### src/rtl/muldiv_unit_if.sv
`default_nettype none
// ============================================================================
//  Module      : muldiv_unit_if
//  Description : Request/response bundle between a core and the RV32M
//                multiply/divide unit.
//                Request  : start, funct3[2:0], op_a[31:0], op_b[31:0],
//                           rd_in[4:0]
//                Response : busy, done, result[31:0], rd_out[4:0], reg_write
//                master = requester (core), slave = muldiv_unit.
//  Revision    : 1.0  initial release
// ============================================================================
interface muldiv_unit_if;
  logic        start;
  logic [2:0]  funct3;
  logic [31:0] op_a;
  logic [31:0] op_b;
  logic [4:0]  rd_in;
  logic        busy;
  logic        done;
  logic [31:0] result;
  logic [4:0]  rd_out;
  logic        reg_write;

  modport master (
    output start, funct3, op_a, op_b, rd_in,
    input  busy, done, result, rd_out, reg_write
  );

  modport slave (
    input  start, funct3, op_a, op_b, rd_in,
    output busy, done, result, rd_out, reg_write
  );
endinterface
`default_nettype wire

### src/rtl/muldiv_unit.sv
`default_nettype none
// ============================================================================
//  Module      : muldiv_unit
//  Description : Iterative RV32M multiply/divide unit. Shift-add multiply and
//                restoring divide on operand magnitudes, one bit per clock
//                (32 iterations), with sign correction on completion.
//                Divide-by-zero and signed overflow finish without iterating.
//  Ports       : clk        - system clock, rising edge
//                rst_n      - asynchronous active-low reset
//                bus.slave  - start/funct3/op_a/op_b/rd_in in,
//                             busy/done/result/rd_out/reg_write out
//  Revision    : 1.0  initial release
// ============================================================================
module muldiv_unit (
  input  logic          clk,
  input  logic          rst_n,
  muldiv_unit_if.slave  bus
);

  typedef enum logic [1:0] {
    S_IDLE = 2'd0,
    S_MUL  = 2'd1,
    S_DIV  = 2'd2,
    S_DONE = 2'd3
  } state_t;

  localparam logic [31:0] c_MIN_INT  = 32'h8000_0000;
  localparam logic [31:0] c_ALL_ONES = 32'hFFFF_FFFF;
  localparam logic [4:0]  c_LAST_IT  = 5'd31;

  state_t      r_state;
  state_t      w_state_nxt;

  logic [4:0]  r_cnt;
  logic [1:0]  r_op;        // funct3[1:0]; funct3[2] is implied by the state
  logic [4:0]  r_rd;
  logic        r_neg_a;
  logic        r_neg_b;
  logic [31:0] r_a;         // |op_a|: multiplicand
  logic [31:0] r_b;         // |op_b|: divisor
  logic [63:0] r_acc;       // product accumulator, multiplier in low half
  logic [31:0] r_quo;       // dividend shifts out as quotient shifts in
  logic [32:0] r_rem;       // partial remainder
  logic [31:0] r_result;
  logic [4:0]  r_rd_out;
  logic        r_busy;
  logic        r_done;

  // ---------------------------------------------------------------- decode
  logic        w_a_signed;
  logic        w_b_signed;
  logic        w_neg_a;
  logic        w_neg_b;
  logic [31:0] w_mag_a;
  logic [31:0] w_mag_b;
  logic        w_div_zero;
  logic        w_div_ovf;
  logic        w_last;

  assign w_a_signed = bus.funct3[2] ? ~bus.funct3[0] : (bus.funct3[1:0] != 2'b11);
  assign w_b_signed = bus.funct3[2] ? ~bus.funct3[0] : ~bus.funct3[1];
  assign w_neg_a    = w_a_signed & bus.op_a[31];
  assign w_neg_b    = w_b_signed & bus.op_b[31];
  assign w_mag_a    = w_neg_a ? (32'd0 - bus.op_a) : bus.op_a;
  assign w_mag_b    = w_neg_b ? (32'd0 - bus.op_b) : bus.op_b;
  assign w_div_zero = bus.funct3[2] & (bus.op_b == 32'd0);
  assign w_div_ovf  = bus.funct3[2] & ~bus.funct3[0] &
                      (bus.op_a == c_MIN_INT) & (bus.op_b == c_ALL_ONES);
  assign w_last     = (r_cnt == c_LAST_IT);

  // ------------------------------------------------------- multiply step
  logic [32:0] w_mul_sum;
  logic [63:0] w_acc_nxt;
  logic [63:0] w_prod;
  logic [31:0] w_mul_res;

  assign w_mul_sum = {1'b0, r_acc[63:32]} + (r_acc[0] ? {1'b0, r_a} : 33'd0);
  assign w_acc_nxt = {w_mul_sum, r_acc[31:1]};
  assign w_prod    = (r_neg_a ^ r_neg_b) ? (64'd0 - w_acc_nxt) : w_acc_nxt;
  assign w_mul_res = (r_op == 2'b00) ? w_prod[31:0] : w_prod[63:32];

  // -------------------------------------------------------- divide step
  // Shift the next dividend bit into the remainder and try subtracting the
  // divisor; bit 33 of the trial is the borrow that says "does not fit".
  logic [33:0] w_div_shift;
  logic [33:0] w_div_trial;
  logic        w_div_fit;
  logic [32:0] w_rem_nxt;
  logic [31:0] w_quo_nxt;
  logic [31:0] w_quo_fix;
  logic [31:0] w_rem_fix;
  logic [31:0] w_div_res;

  assign w_div_shift = {r_rem, r_quo[31]};
  assign w_div_trial = w_div_shift - {2'b00, r_b};
  assign w_div_fit   = ~w_div_trial[33];
  assign w_rem_nxt   = w_div_fit ? w_div_trial[32:0] : w_div_shift[32:0];
  assign w_quo_nxt   = {r_quo[30:0], w_div_fit};
  assign w_quo_fix   = (r_neg_a ^ r_neg_b) ? (32'd0 - w_quo_nxt) : w_quo_nxt;
  assign w_rem_fix   = r_neg_a ? (32'd0 - w_rem_nxt[31:0]) : w_rem_nxt[31:0];
  assign w_div_res   = r_op[1] ? w_rem_fix : w_quo_fix;

  // --------------------------------------------------------------- FSM
  always_ff @(posedge clk or negedge rst_n) begin
    if (!rst_n) begin
      r_state <= S_IDLE;
    end else begin
      r_state <= w_state_nxt;
    end
  end

  always_comb begin
    w_state_nxt = r_state;
    case (r_state)
      S_IDLE: begin
        if (bus.start) begin
          if (w_div_zero || w_div_ovf) begin
            w_state_nxt = S_DONE;
          end else if (bus.funct3[2]) begin
            w_state_nxt = S_DIV;
          end else begin
            w_state_nxt = S_MUL;
          end
        end
      end
      S_MUL:   if (w_last) w_state_nxt = S_DONE;
      S_DIV:   if (w_last) w_state_nxt = S_DONE;
      S_DONE:  w_state_nxt = S_IDLE;
      default: w_state_nxt = S_IDLE;
    endcase
  end

  // ----------------------------------------------------------- datapath
  always_ff @(posedge clk or negedge rst_n) begin
    if (!rst_n) begin
      r_cnt    <= 5'd0;
      r_op     <= 2'd0;
      r_rd     <= 5'd0;
      r_neg_a  <= 1'b0;
      r_neg_b  <= 1'b0;
      r_a      <= 32'd0;
      r_b      <= 32'd0;
      r_acc    <= 64'd0;
      r_quo    <= 32'd0;
      r_rem    <= 33'd0;
      r_result <= 32'd0;
      r_rd_out <= 5'd0;
      r_busy   <= 1'b0;
      r_done   <= 1'b0;
    end else begin
      // Status flags follow the next state so they come straight from flops.
      r_busy <= (w_state_nxt != S_IDLE);
      r_done <= (w_state_nxt == S_DONE);

      case (r_state)
        S_IDLE: begin
          if (bus.start) begin
            r_op    <= bus.funct3[1:0];
            r_rd    <= bus.rd_in;
            r_neg_a <= w_neg_a;
            r_neg_b <= w_neg_b;
            r_a     <= w_mag_a;
            r_b     <= w_mag_b;
            r_cnt   <= 5'd0;
            r_acc   <= {32'd0, w_mag_b};
            r_quo   <= w_mag_a;
            r_rem   <= 33'd0;
            // Shortcut cases publish their result now; divide-by-zero wins.
            if (w_div_zero) begin
              r_result <= bus.funct3[1] ? bus.op_a : c_ALL_ONES;
              r_rd_out <= bus.rd_in;
            end else if (w_div_ovf) begin
              r_result <= bus.funct3[1] ? 32'd0 : c_MIN_INT;
              r_rd_out <= bus.rd_in;
            end
          end
        end
        S_MUL: begin
          r_acc <= w_acc_nxt;
          r_cnt <= r_cnt + 5'd1;
          if (w_last) begin
            r_result <= w_mul_res;
            r_rd_out <= r_rd;
          end
        end
        S_DIV: begin
          r_quo <= w_quo_nxt;
          r_rem <= w_rem_nxt;
          r_cnt <= r_cnt + 5'd1;
          if (w_last) begin
            r_result <= w_div_res;
            r_rd_out <= r_rd;
          end
        end
        default: begin
        end
      endcase
    end
  end

  assign bus.busy      = r_busy;
  assign bus.done      = r_done;
  assign bus.reg_write = r_done;
  assign bus.result    = r_result;
  assign bus.rd_out    = r_rd_out;

endmodule
`default_nettype wire

### src/flat_wrapper.sv
// flat-port wrapper written by rule: the top's interface ports become plain ports
module muldiv_unit_flat 
  (clk, rst_n, bus_start, bus_funct3, bus_op_a, bus_op_b, bus_rd_in, bus_busy, bus_done, bus_result, bus_rd_out, bus_reg_write);
  muldiv_unit_if bus_i ();
  input  logic clk;
  input  logic rst_n;
  input wire logic [$bits(bus_i.start)-1:0] bus_start;
  input wire logic [$bits(bus_i.funct3)-1:0] bus_funct3;
  input wire logic [$bits(bus_i.op_a)-1:0] bus_op_a;
  input wire logic [$bits(bus_i.op_b)-1:0] bus_op_b;
  input wire logic [$bits(bus_i.rd_in)-1:0] bus_rd_in;
  output wire logic [$bits(bus_i.busy)-1:0] bus_busy;
  output wire logic [$bits(bus_i.done)-1:0] bus_done;
  output wire logic [$bits(bus_i.result)-1:0] bus_result;
  output wire logic [$bits(bus_i.rd_out)-1:0] bus_rd_out;
  output wire logic [$bits(bus_i.reg_write)-1:0] bus_reg_write;
  assign bus_i.start = bus_start;
  assign bus_i.funct3 = bus_funct3;
  assign bus_i.op_a = bus_op_a;
  assign bus_i.op_b = bus_op_b;
  assign bus_i.rd_in = bus_rd_in;
  assign bus_busy = bus_i.busy;
  assign bus_done = bus_i.done;
  assign bus_result = bus_i.result;
  assign bus_rd_out = bus_i.rd_out;
  assign bus_reg_write = bus_i.reg_write;
  muldiv_unit u_core (.clk(clk), .rst_n(rst_n), .bus(bus_i));
endmodule
### config.mk
export PLATFORM = sky130hd
export DESIGN_NAME = muldiv_unit_flat
export DESIGN_NICKNAME = d
export VERILOG_FILES = /design/src/rtl/muldiv_unit_if.sv /design/src/rtl/muldiv_unit.sv /design/src/flat_wrapper.sv
export SDC_FILE = /design/constraint.sdc
export NUM_CORES = 1
export LEC_CHECK = 0
export ABC_CLOCK_PERIOD_IN_PS = 5800
export CAP_MARGIN = 40
export CORE_UTILIZATION = 60
export DETAILED_ROUTE_END_ITERATION = 12
export GPL_TIMING_DRIVEN = 0
export PLACE_DENSITY_LB_ADDON = 0.3
export SLEW_MARGIN = 10
export SYNTH_ARGS = -nofsm -noshare
export SYNTH_HDL_FRONTEND = slang
export SYNTH_SLANG_ARGS = --single-unit
### constraint.sdc
create_clock -name clk -period 5.8 [get_ports clk]
set_input_delay 1.16 -clock clk [delete_from_list [all_inputs] [get_ports clk]]
set_output_delay 1.16 -clock clk [all_outputs]
set_load 0.05 [all_outputs]
==> results of run 1 <==
cell families after synthesis:
kind of cell,after synthesis,synth area share
AND/OR/NAND/NOR,904,0.2134
AO/OA/AOI/OAI,812,0.2572
buffers and inverters,237,0.04531
flip-flops,248,0.3058
XOR/XNOR,214,0.09234
multiplexers,76,0.03773
adder cells (fa/ha/maj),77,0.04821
sequential cells by signal, indices dropped and copies added (netlist names):
signal,cells
u_core.r_rd,5
u_core.r_b,32
u_core.bus.rd_out,5
u_core.r_a,32
u_core.bus.result,32
u_core.r_neg_b,1
u_core.r_cnt,5
u_core.r_state,2
u_core.r_acc,64
u_core.bus.busy,1
u_core.bus.done,1
u_core.r_op,2
u_core.r_quo,32
u_core.r_neg_a,1
u_core.r_rem,33
worst max-delay path by stage:
| stage | cells past startpoint | slack (ns) | from | endpoint |
|---|---|---|---|---|
| after CTS | 17 | 0.08 | u_core.r_acc[0] | u_core.bus.result[30] |
| after detailed placement | 16 | -0.76 | bus_op_b[0] | u_core.bus.result[27] |
| final | 16 | 0.08 | bus_op_b[0] | u_core.bus.result[20] |
| after global placement | 1 | -6.80 | rst_n | u_core.r_cnt[1] |
| after global routing | 19 | 0.002 | u_core.r_rem[27] | u_core.bus.result[20] |
| after floorplan | 15 | 1.49 | bus_op_b[0] | u_core.bus.result[20] |
Yosys cell counts, types with 5 or more instances:
cell         n  share of area
clkbuf_1   120          0.022
o211a_1      6         0.0030
o21a_1      15         0.0055
a221oi_1    11         0.0047
nand4_1     31         0.0096
o21ai_1     17         0.0042
a211oi_1    39          0.014
a31oi_1     27         0.0083
xnor2_1    112          0.048
a21o_1      48          0.018
a2111oi_0    6         0.0026
o211ai_1    23         0.0085
a311oi_1     5         0.0022
nor2b_1     12         0.0037
mux2i_1     72          0.036
nor4_1      30         0.0092
and2_1      55          0.017
inv_1       82          0.015
nor3_1      56          0.014
o31ai_1     28          0.010
o2111ai_1   13         0.0056
or3_1       29         0.0089
nand2b_1    20         0.0062
or4_1        7         0.0026
and4_1       8         0.0035
nor2_1     215          0.040
a22o_1      29          0.013
a32oi_1      6         0.0026
nand3b_1     5         0.0018
o221ai_1    17         0.0073
or2_2       13         0.0040
a211o_1     12         0.0052
a21oi_1    158          0.039
dfrtp_1    248           0.31
buf_2       18         0.0044
o21ai_0    282          0.070
buf_1       12         0.0022
o41ai_1     11         0.0047
nand3_1     28         0.0069
nor3b_1      5         0.0018
ha_1        75          0.046
and3_1      12         0.0037
nand2_1    347          0.064
xor2_1     102          0.044
a21boi_0     8         0.0030
metal layers:
metal	vias up	wire length, um
met5	-	15
met4	2	7223
met3	356	10220
met2	1591	34380
met1	10410	31090
li1	9591	-
final cells by class:
type,count,area [sq um],share of cell area
Multi-Input combinational cell,2083,13210,0.5703
Sequential cell,248,6206,0.2680
Timing Repair Buffer,121,1229,0.05306
Clock buffer,32,757.0,0.03269
Buffer,151,600.6,0.02593
Tap cell,442,553.0,0.02388
Inverter,85,319.1,0.01378
Clock inverter,22,286.5,0.01237
critical path: stages:
cell and delay, ns:
clkdlybuf4s50_1 0.52, inv_1 0.24, ha_1 0.22, or3b_2 0.50, nor4_2 0.42, nand4_1 0.32
nor4_4 0.31, a31o_1 0.26, a21oi_1 0.11, or3_1 0.52, buf_2 0.24, nor2_2 0.25
buf_4 0.28, nand2_1 0.28, a2111o_1 0.46, o211ai_1 0.08
through the flow:
step / utilization / setup TNS, ns / area [sq um] / setup slack, ns
2_1_floorplan: - / 0 / 20300 / 1.488
3_3_place_gp: 0.6671 / -1692.84 / 21980 / -6.801
3_5_place_dp: 0.6695 / -17.31 / 22060 / -0.7581
4_1_cts: 0.7013 / 0 / 23110 / 0.08109
5_1_grt: 0.7028 / 0 / 23160 / 0.002298
6_report: 0.7028 / 0 / 23160 / 0.07839
timing repair:
action | CTS | global route
hold endpoints to repair | 0 | 0
buffers inserted | 1 | 1
endpoints found under the setup margin | 16 | 9
resized for setup | 0 | 9
pin swaps | 1 | 1
==> results.yml, run 1 <==
global_routing:
  grtUsageMet2: 0.7043
  grt.met3_usage: 0.1192
  busiest_layer: "met2"
  grt_pass1_wl_mm: 122.8
  antenna_found_initial: 1
  grt_max_degree: 114
  gr-usage-met1: 0.6087
  grt_pass1_vias: 20360
  overflow: 0
  grtUsageTotal: 0.4778
routing:
  drt_wl_total_mm: 82.93
  drt_iter0_drc: 2879
  drc_errors: 0
  num_vias: 21950
  dr.pass1.iters: 8
  wl_per_cell_um: 26.05
  viasPerCell: 6.894
  postRouteAntennaNets: 0
status:
  status: "finished, final reports clean"
die:
  die_h_um: 185.9
  fp.dieW_um: 185.9
  core-area_sq_um: 32950
  row_count: 66
  start_util: 0.6160
  io_pins: 115
  dieArea_sq_um: 34570
timing:
  period_share: 0.9865
  holdWs_ns: 0.4676
  timing.slew.headroom: 0.3599
  hold_violations: 0
  clock.fmax_mhz: 174.8
  worstMarginPinSlew_ns: 0.9501
  skew_ns: 0.01415
  slew_violations: 0
  setup_viol: 0
  rsz0062_at_grt: "no"
  min_period_ns: 5.722
cts:
  cts.htree.levels: 1
  clk_pin_slew_worst_paths_ns: 0.07
  hold_buffers: 0
  cts_tree: "built"
  cts.sinks: 248
  cts_buffer_depth: 3
  cts_root_buf: "clkbuf_16"
  clk_latency_ns: 0.58
  numCtsBuffers: 29
setup_path:
  end_kind: "flop"
  ff2ff_setup_slack_ns: 0.20
  required_ns: 6.28
  rr_worst_depth: 19
  r2r-end: "u_core.bus.result[20]"
  r2r_start: "u_core.r_rem[16]"
  path_max_fanout: 10
  crit_type: "input pin to flop"
  startpoint_type: "input pin"
  cp.arrival_ns: 6.20
placement:
  dp_hpwl_mm: 64.73
  io_buffers: 113
  dp_cells: 3127
  gp_congestion: 1.103
logic_synthesis:
  async_flop_share: 1.000
  ys_ff_latch: 248
  synthesis.area_sq_um: 20300
  postSynthAreaPerCell_sq_um: 7.904
  synth_warnings: 0
  synth_fp_nets: 2720
  seq_area_frac_synth: 0.3058
  syn-instance-count: 2568
  ys_types: 94
  synthFlopType: "dfrtp_1"
  synth_enable_flop_cells: 0
min_path:
  hold_end: "u_core.r_a[29]"
  hold_depth: 2
  hp-class: "flop to flop"
  worstHoldStart: "u_core.r_a[29]"
cells_and_area:
  final_cell_mix: "347 x nand2_1, 282 x o21ai_0, 248 x dfrtp_1"
  instances_no_fill: 3184
  area_delta_synth_final_pct: 14.09
  fillCellCount: 2636
  final_common_cell: "nand2_1"
  drive_gt1_frac: 0.05252
  antenna_cells: 0
  nets: 2871
flow_run:
  drv_cap: 0
Power of run 1 is not shown: default switching activity piles up to over one toggle a cycle in this logic, so the estimate is an artifact.
==> run 2, diff against run 1 <==
--- a/config.mk
+++ b/config.mk
@@ -5,13 +5,13 @@
 export SDC_FILE = /design/constraint.sdc
 export NUM_CORES = 1
 export LEC_CHECK = 0
-export ABC_CLOCK_PERIOD_IN_PS = 5800
+export ABC_CLOCK_PERIOD_IN_PS = 6100
 export CAP_MARGIN = 40
 export CORE_UTILIZATION = 60
 export DETAILED_ROUTE_END_ITERATION = 12
 export GPL_TIMING_DRIVEN = 0
 export PLACE_DENSITY_LB_ADDON = 0.3
-export SLEW_MARGIN = 10
+export REMOVE_ABC_BUFFERS = 1
 export SYNTH_ARGS = -nofsm -noshare
 export SYNTH_HDL_FRONTEND = slang
 export SYNTH_SLANG_ARGS = --single-unit
==> constraint.sdc (replaced) <==
create_clock -name clk -period 6.1 [get_ports clk]
set_input_delay 1.22 -clock clk [delete_from_list [all_inputs] [get_ports clk]]
set_output_delay 1.22 -clock clk [all_outputs]
set_load 0.05 [all_outputs]
==> results.yml, run 2 (same netlist as run 1, synthesis figures left out) <==
status:
  status: "finished, final reports clean"
setup_path:
  cpPeakStageDelay_ns: 0.60
  crit_type: "input pin to flop"
  required_ns: 6.59
  end_kind: "flop"
  path_max_fanout: 43
  cp_slowest_cell: "or3_4"
  cp.arrival_ns: 6.43
  startpoint_type: "input pin"
  crit_top_cell: "nor4_4"
  crit_chain: "clkdlybuf4s50_1 > inv_1 > ha_1 > or3b_2 > nor4_4 > nand4_1 > nor4_4 > a31o_1 > a21oi_1 > or3_4 > nor2_4 > nand2_1 > nor2_2 > a32oi_1 > o211ai_1"
routing:
  drt_wl_total_mm: 69.38
  num_vias: 20550
  dr.pass1.iters: 7
  postRouteAntennaNets: 0
  viasPerCell: 6.738
  drc_errors: 0
  wl_per_cell_um: 22.75
  drt_iter0_drc: 2431
cells_and_area:
  final_cell_mix: "346 x nand2_1, 282 x o21ai_0, 247 x dfrtp_1"
  largestRegisters: "u_core.r_acc x64, u_core.r_rem x33"
  largest_register_ffs: 64
  design_area_sq_um: 23010
  area_delta_synth_final_pct: 13.38
  final_common_cell: "nand2_1"
  drive_gt1_frac: 0.05406
  antenna_cells: 0
  regMostFlops: "u_core.r_acc"
  nets: 2737
  instances_no_fill: 3050
global_routing:
  grt_pass1_wl_mm: 107.7
  grtUsageTotal: 0.4018
  antenna_found_initial: 0
  overflow: 0
  grt_pass1_vias: 19500
  grt_max_degree: 110
timing:
  period_share: 0.9733
  min_period_ns: 5.937
  setup_viol: 0
  timing.slew.headroom: 0.3210
  hold_violations: 0
  clock.fmax_mhz: 168.4
  slew_violations: 0
  finalSetupTns_ns: 0
  worstMarginPinSlew_ns: 1.015
  skew_ns: 0.02265
  rsz0062_at_grt: "no"
cts:
  cts.sinks: 248
  cts_buffer_depth: 3
  postCtsSetupBuffers: 0
  cts_tree: "built"
  clk_latency_ns: 0.58
  clk_pin_slew_worst_paths_ns: 0.07
  cts.htree.levels: 1
  numCtsBuffers: 29
  cts_root_buf: "clkbuf_16"
min_path:
  hp-class: "flop to flop"
die:
  io_pins: 115
  core-area_sq_um: 32950
  die_h_um: 185.9
  dieArea_sq_um: 34570
  fp.dieW_um: 185.9
  row_count: 66
  start_util: 0.6160
placement:
  dp_hpwl_mm: 52.28
  io_buffers: 114
  placed_cell_area_sq_um: 21960
  dp_cells: 2996
  gp_congestion: 0.9970
flow_run:
  drv_cap: 0
[run 2: changes by cell type in the layout (fill, tap and decap cells not counted), moves of 5 or more]
cell	before	now
clkbuf_1	120	4
buf_4	5	0
buf_2	20	1
inv_6	6	1
buf_1	11	0
buf_8	1	7
buf_12	0	6
buf_16	2	9
[run 2: worst paths after layout]
path / startpoint / slack [ns] / cells after the start / end
worst max-delay path: bus_op_b[0] / 0.16 / 15 / u_core.bus.result[17]
worst min-delay path: u_core.r_a[31] / 0.47 / 2 / u_core.r_a[31]
worst max register to register: u_core.r_rem[11] / 0.35 / 17 / u_core.bus.result[24]
worst min register to register: u_core.r_a[31] / 0.47 / 2 / u_core.r_a[31]
max in group asynchronous: rst_n / 4.71 / 2 / u_core.bus.busy
min in group asynchronous: rst_n / 0.52 / 1 / u_core.r_rem[32]
[run 2: timing repair]
| action | CTS | global route |
|---|---|---|
| setup endpoints to repair | 8 | 11 |
| hold buffers | 0 | 0 |
| resized for setup | 2 | 4 |
[run 2: final cells by class]
type | count | area [sq um]
clock buffers | 38 | 809.5
clock inverters | 16 | 224.0
flip-flops and latches | 248 | 6207
well taps | 442 | 553.0
multi-input cells | 2083 | 13270
repair buffers | 138 | 1632
inverters | 85 | 321.6
fillers | 2636 | 9937
[run 2: per-layer routing]
| layer | GRT usage | part of all wire |
|---|---|---|
| met5 | 0 | 0 |
| met3 | 0.07533 | 0.098 |
| met1 | 0.5445 | 0.41 |
| met4 | 0.1807 | 0.051 |
| met2 | 0.6215 | 0.44 |
[run 2: stage by stage]
step	hold WS [ns]	setup WS, ns	utilization
after floorplan	0.4375	0.009269	-
after global placement	0.4578	-6.985	0.6492
after detailed placement	0.4597	-0.9425	0.6664
after CTS	0.4750	0.1974	0.6980
after global routing	0.5028	0.06673	0.6984
final	0.4721	0.1630	0.6984
[run 2: critical path, delay by kind of cell]
| kind | cells | cell delay (ns) |
|---|---|---|
| AO/OA/AOI/OAI | 4 | 0.85 |
| adder cells (fa/ha/maj) | 1 | 0.16 |
| AND/OR/NAND/NOR | 8 | 3.55 |
| buffers and inverters | 2 | 0.60 |
Power of run 2 is left out for the same reason.
